==> src/rtl/spi_xfer_arbiter.sv <==
// rtl/spi_xfer_arbiter.sv - two-requester byte-transfer arbiter driving the simple_spi_top Wishbone bus
// Optional poll timeout with FIFO flush is enabled by defining SPI_XFER_TIMEOUT_EN.
module spi_xfer_arbiter #(
    parameter logic [7:0] SPCR_INIT     = 8'h50,
    parameter logic [7:0] SPER_INIT     = 8'h00,
    parameter int         TIMEOUT_POLLS = 16
) (
    input  logic       wb_clk_i,
    input  logic       wb_rst_i,
    input  logic       req0_i,
    input  logic [7:0] req0_data_i,
    output logic       ack0_o,
    input  logic       req1_i,
    input  logic [7:0] req1_data_i,
    output logic       ack1_o,
    output logic [7:0] rx_data_o,
    output logic       err_o,
    output logic       grant_o,
    output logic       busy_o,
    output logic       m_cyc_o,
    output logic       m_stb_o,
    output logic       m_we_o,
    output logic [7:0] m_adr_o,
    output logic [7:0] m_dat_o,
    input  logic [7:0] m_dat_i,
    input  logic       m_ack_i
);

    typedef enum logic [2:0] {
        INIT_SPER,
        INIT_SPCR,
        IDLE,
        WR_DAT,
        POLL,
        RD_DAT,
        DONE
    } state_t;

    localparam logic [7:0] ADR_SPCR = 8'd0;
    localparam logic [7:0] ADR_SPSR = 8'd1;
    localparam logic [7:0] ADR_SPDR = 8'd2;
    localparam logic [7:0] ADR_SPER = 8'd3;

    state_t     state_q, state_d;
    logic       stb_q, stb_d;
    logic       we_q, we_d;
    logic [7:0] adr_q, adr_d;
    logic [7:0] wdat_q, wdat_d;
    logic [7:0] tx_q, tx_d;
    logic [7:0] rx_q, rx_d;
    logic       grant_q, grant_d;

    logic       want;
    logic       want_we;
    logic [7:0] want_adr;
    logic [7:0] want_dat;
    logic       acc_done;

`ifdef SPI_XFER_TIMEOUT_EN
    localparam logic [7:0] POLL_LIMIT = 8'(TIMEOUT_POLLS);
    logic [7:0] polls_q, polls_d;
    logic       err_q, err_d;
    logic       flush_q, flush_d;
`else
    logic [31:0] unused_timeout;
    assign unused_timeout = TIMEOUT_POLLS;
`endif

    assign acc_done = stb_q && m_ack_i;

    always_ff @(posedge wb_clk_i) begin
        if (wb_rst_i) begin
            state_q <= INIT_SPER;
            stb_q   <= 1'b0;
            we_q    <= 1'b0;
            adr_q   <= 8'd0;
            wdat_q  <= 8'd0;
            tx_q    <= 8'd0;
            rx_q    <= 8'd0;
            grant_q <= 1'b1;
`ifdef SPI_XFER_TIMEOUT_EN
            polls_q <= 8'd0;
            err_q   <= 1'b0;
            flush_q <= 1'b0;
`endif
        end else begin
            state_q <= state_d;
            stb_q   <= stb_d;
            we_q    <= we_d;
            adr_q   <= adr_d;
            wdat_q  <= wdat_d;
            tx_q    <= tx_d;
            rx_q    <= rx_d;
            grant_q <= grant_d;
`ifdef SPI_XFER_TIMEOUT_EN
            polls_q <= polls_d;
            err_q   <= err_d;
            flush_q <= flush_d;
`endif
        end
    end

    always_comb begin
        state_d  = state_q;
        stb_d    = stb_q;
        we_d     = we_q;
        adr_d    = adr_q;
        wdat_d   = wdat_q;
        tx_d     = tx_q;
        rx_d     = rx_q;
        grant_d  = grant_q;
        want     = 1'b0;
        want_we  = 1'b0;
        want_adr = 8'd0;
        want_dat = 8'd0;
`ifdef SPI_XFER_TIMEOUT_EN
        polls_d  = polls_q;
        err_d    = err_q;
        flush_d  = flush_q;
`endif

        case (state_q)
            INIT_SPER: begin
                want     = 1'b1;
                want_we  = 1'b1;
                want_adr = ADR_SPER;
                want_dat = SPER_INIT;
                if (acc_done) state_d = INIT_SPCR;
            end
            INIT_SPCR: begin
                want     = 1'b1;
                want_we  = 1'b1;
                want_adr = ADR_SPCR;
                want_dat = SPCR_INIT;
                if (acc_done) state_d = IDLE;
            end
            IDLE: begin
                // On contention the requester not served last wins.
                if (req0_i && (!req1_i || grant_q)) begin
                    grant_d = 1'b0;
                    tx_d    = req0_data_i;
                    state_d = WR_DAT;
                end else if (req1_i) begin
                    grant_d = 1'b1;
                    tx_d    = req1_data_i;
                    state_d = WR_DAT;
                end
`ifdef SPI_XFER_TIMEOUT_EN
                if (req0_i || req1_i) begin
                    polls_d = 8'd0;
                    err_d   = 1'b0;
                end
`endif
            end
            WR_DAT: begin
                want     = 1'b1;
                want_adr = ADR_SPDR;
`ifdef SPI_XFER_TIMEOUT_EN
                // A byte that arrived after a timeout is drained before the next write.
                if (flush_q) begin
                    if (acc_done) flush_d = 1'b0;
                end else begin
                    want_we  = 1'b1;
                    want_dat = tx_q;
                    if (acc_done) state_d = POLL;
                end
`else
                want_we  = 1'b1;
                want_dat = tx_q;
                if (acc_done) state_d = POLL;
`endif
            end
            POLL: begin
                want     = 1'b1;
                want_adr = ADR_SPSR;
                if (acc_done) begin
                    if (!m_dat_i[0]) begin
                        state_d = RD_DAT;
                    end
`ifdef SPI_XFER_TIMEOUT_EN
                    else begin
                        polls_d = polls_q + 8'd1;
                        if (polls_q + 8'd1 == POLL_LIMIT) begin
                            rx_d    = 8'hFF;
                            err_d   = 1'b1;
                            flush_d = 1'b1;
                            state_d = DONE;
                        end
                    end
`endif
                end
            end
            RD_DAT: begin
                want     = 1'b1;
                want_adr = ADR_SPDR;
                if (acc_done) begin
                    rx_d    = m_dat_i;
                    state_d = DONE;
                end
            end
            DONE: begin
                state_d = IDLE;
            end
            default: begin
                state_d = INIT_SPER;
            end
        endcase

        // Strobe holds until acked, then is low for one cycle before the next access.
        if (stb_q) begin
            stb_d = !m_ack_i;
        end else if (want) begin
            stb_d  = 1'b1;
            we_d   = want_we;
            adr_d  = want_adr;
            wdat_d = want_dat;
        end
    end

    assign m_cyc_o   = stb_q;
    assign m_stb_o   = stb_q;
    assign m_we_o    = we_q;
    assign m_adr_o   = adr_q;
    assign m_dat_o   = wdat_q;
    assign rx_data_o = rx_q;
    assign grant_o   = grant_q;
    assign busy_o    = (state_q != IDLE);
    assign ack0_o    = (state_q == DONE) && !grant_q;
    assign ack1_o    = (state_q == DONE) && grant_q;
`ifdef SPI_XFER_TIMEOUT_EN
    assign err_o     = (state_q == DONE) && err_q;
`else
    assign err_o     = 1'b0;
`endif

endmodule

==> config.mk <==
export PLATFORM = sky130hd
export DESIGN_NAME = spi_xfer_arbiter
export DESIGN_NICKNAME = d
export VERILOG_FILES = /design/src/rtl/spi_xfer_arbiter.sv
export SDC_FILE = /design/constraint.sdc
export NUM_CORES = 1
export LEC_CHECK = 0
export CORE_MARGIN = 2
export CORE_UTILIZATION = 46
export DETAILED_ROUTE_END_ITERATION = 8
export GPL_TIMING_DRIVEN = 0
export PLACE_DENSITY = 0.84
export SLEW_MARGIN = 20
export SYNTH_ARGS = -nofsm -noshare
export SYNTH_HDL_FRONTEND = slang
export SYNTH_SLANG_ARGS = --single-unit
export TNS_END_PERCENT = 10
==> constraint.sdc <==
create_clock -name wb_clk_i -period 3.2 [get_ports wb_clk_i]
set_input_delay 0.96 -clock wb_clk_i [delete_from_list [all_inputs] [get_ports wb_clk_i]]
set_output_delay 0.96 -clock wb_clk_i [all_outputs]
set_load 0.01 [all_outputs]
==> results.md <==
* Status: complete, no violations
* Total setup buffers inserted after CTS at 0
* Largest net degree at the start of global routing at 11
* RSZ-0062 raised after global routing: false
* Number of synthesized register bits at 32
* VDD IR max at 206 uV
* Mapped Area at 1530 um^2
* Crit path launch type: flop
* Total gr overflow at 0
* Post-DR vias/cell at 5.13
* Max_cap viols at 0
* Final setup fails at 0
* H-tree levels at 2
* Max-slew violation count at 0
* Worst skew pair latency at 0.33 ns
* Crit-path slowest cell: clkdlybuf4s50_1
* Worst path required time at 2.24 ns
* Crit path capture type: output port
* Drt pass-1 iters at 5
* Detailed Route WL at 3.72 mm
* Async S/R FF share, synth at 0%
* Hold EP: rx_data_o[1]
* Tightest Hold Check Type: reg2reg
* Number of unique standard cell types used by synthesis at 32
* Initial Util at 49.2%
* CP Cell Sequence: buf_2 -> buf_2 -> nand2_1 -> nor3b_1 -> clkdlybuf4s50_1
* Cts hold-fix bufs at 0
* Share of the yosys chip area belonging to registers at 42.0%
* Diodes inserted at 0
* Post-Layout Cell Count at 300
* Maximum clock rate at 0.341 GHz
* DRT iter0 DRCs at 127
* Int Power at 0.585 mW
* Overall Global Routing Usage at 21.6%
* Post-synth top flop: dfxtp_1
* Routability cong. at 0.855
* Number of global-route vias before repair at 1345
* Switching share of power at 25.0%
* Post-cts gate resize count at 0
* Yosys top cell by area: dfxtp_1
* Clock power frac at 30.6%
* Row Count at 20
* Placed instance area at 2120 um^2
* Combinational share of power at 15.9%
* Most used cell, CP: buf_2
* Fillers at 286
* DIE AREA at 3790 um^2
* Post-route minimum period at 2.94 ns
* Dpl cells at 292
* Worst-path fanout max at 10
* IO Count at 61
* ANT nets after route at 0
* Post-synthesis average cell area at 8.03 um^2
* Synth top cells by count: nand2_1 (44), dfxtp_1 (32), inv_1 (17), buf_4 (9)
* CTS Buf Count at 5
* Power Dens Cells at 358 nW/um^2
* Hold Path Cell Cnt at 2
* Sequential share of power at 53.5%
* Count leader, synth: nand2_1
* CTS Buffer Depth at 2
* Sum Neg Setup Slack at 0 ns
* Area delta synth->final at 43.1%
* Synth area leaders: dfxtp_1 (42%), nand2_1 (11%), mux2i_1 (5.3%)
* Final worst-path cycle share at 91.7%
* Share of cells above drive strength 1 at 10.5%
* Worst r2r path cells at 3
* R2R Path End: tx_q[1]
* Psw at 0.195 mW
* CP max stage delay at 0.56 ns
* Initial antenna violation count at 0
* DP Wirelength at 2.83 mm
* Synth warn at 0
* Vias at 1540
* Port Buf Inserts at 52
* Worst-path clk slew at 0.09 ns
* R2r setup slk at 1.77 ns
* Post-synth EDFFs at 0
* CTS Root Cell: clkbuf_4
* Fin nets at 284
* Core area at 3100 um^2
* Die H at 61.6 um
* Clk sinks at 32
* CP arrival at 1.98 ns
* Final Instance Area at 2180 um^2
* Final hold vios at 0
* CTS tree: built
* Die width at 61.6 um
* Synthesized instance count at 190
* FF-to-FF Start: state_q[2]
* DRC at 0
* Global-route wire length before repair at 5.91 mm
* Final clock skew at 0.00726 ns
* Hold path startpoint: rx_data_o[1]
* Leak at 0.868 nW
* Routed wire length per instance at 12.4 um
* WS Path Type: reg2out
* Top-area cell type share of the netlist area at 42.0%
==> power by group through the flow <==
stage	clock network, mW	registers [mW]	logic (mW)
6_report	0.239	0.417	0.124
4_1_cts	0.246	0.417	0.123
3_5_place_dp	0	0.427	0.123
5_1_grt	0.267	0.419	0.136
2_1_floorplan	0	0.428	0.0582
3_3_place_gp	0	0.426	0.121
==> area by class of cell <==
class,instances,area (um^2),area share [%]
Tap cell,44,55.1,2.52
Inverter,18,67.6,3.10
Clock buffer,8,58.8,2.69
Timing Repair Buffer,52,520,23.9
Multi-Input combinational cell,124,713,32.7
Buffer,22,126,5.79
Sequential cell,32,641,29.4
==> flip-flops by register name, summed over array words and instances, names as in the netlist <==
| name | cells |
|---|---|
| rx_data_o | 8 |
| m_dat_o | 8 |
| m_we_o | 1 |
| m_adr_o | 2 |
| m_cyc_o | 1 |
| state_q | 3 |
| grant_o | 1 |
| tx_q | 8 |
==> worst max-delay path by stage <==
stage / endpoint / startpoint / slack (ns) / depth (start not counted)
2_1_floorplan: ack1_o / state_q[1] / 1.16 / 4
3_3_place_gp: ack1_o / state_q[1] / 0.65 / 5
3_5_place_dp: ack1_o / state_q[1] / 0.62 / 5
4_1_cts: ack1_o / state_q[1] / 0.26 / 5
5_1_grt: ack1_o / state_q[1] / 0.14 / 5
6_report: ack1_o / state_q[1] / 0.26 / 5
==> critical path: cells and delay by family (launching register included) <==
| kind | cells | cell delay, ns |
|---|---|---|
| flip-flops | 1 | 0.36 |
| AND/OR/NAND/NOR | 2 | 0.26 |
| buffers and inverters | 3 | 1.02 |
==> cell families after synthesis <==
kind of cell	Yosys count	share of synthesized area, %
other cells	1	0.246
buf+inv	40	12.7
simple gates	73	23.0
flops	32	42.0
compound gates	36	16.8
mux	8	5.25
==> placed cells by master (no fill, tap or decap), types with 2 or more instances in the layout <==
cell,count
clkbuf_4,5
a221oi_1,2
and3_1,5
buf_2,8
conb_1,7
nor3b_1,2
inv_1,17
nand2b_1,3
a21oi_1,6
nand2_1,44
mux2i_1,8
clkdlybuf4s50_1,52
clkbuf_1,7
buf_4,9
nor2_1,4
a31oi_1,8
a222oi_1,7
nor3_1,2
nand3_1,8
o21ai_0,6
dfxtp_1,32
==> per-layer routing <==
metal	wire [um]	vias to the layer above	share of wire (%)	track usage, %
met5	0	-	0	0
met4	63	0	1.7	12.2
met1	1650	701	44	28.3
met3	251	7	6.7	4.41
met2	1760	66	47	32.9
li1	-	766	-	-
==> metrics by stage <==
| step | worst slack (ns) | util, % | hold WS (ns) | power, mW |
|---|---|---|---|---|
| 3_3_place_gp | 0.649 | 68.4 | 0.441 | 0.547 |
| 2_1_floorplan | 1.16 | - | 0.446 | 0.486 |
| 5_1_grt | 0.144 | 70.3 | 0.477 | 0.822 |
| 4_1_cts | 0.256 | 70.3 | 0.466 | 0.786 |
| 3_5_place_dp | 0.625 | 68.4 | 0.449 | 0.550 |
| 6_report | 0.265 | 70.3 | 0.462 | 0.780 |
(Power assumes the default switching activity.)
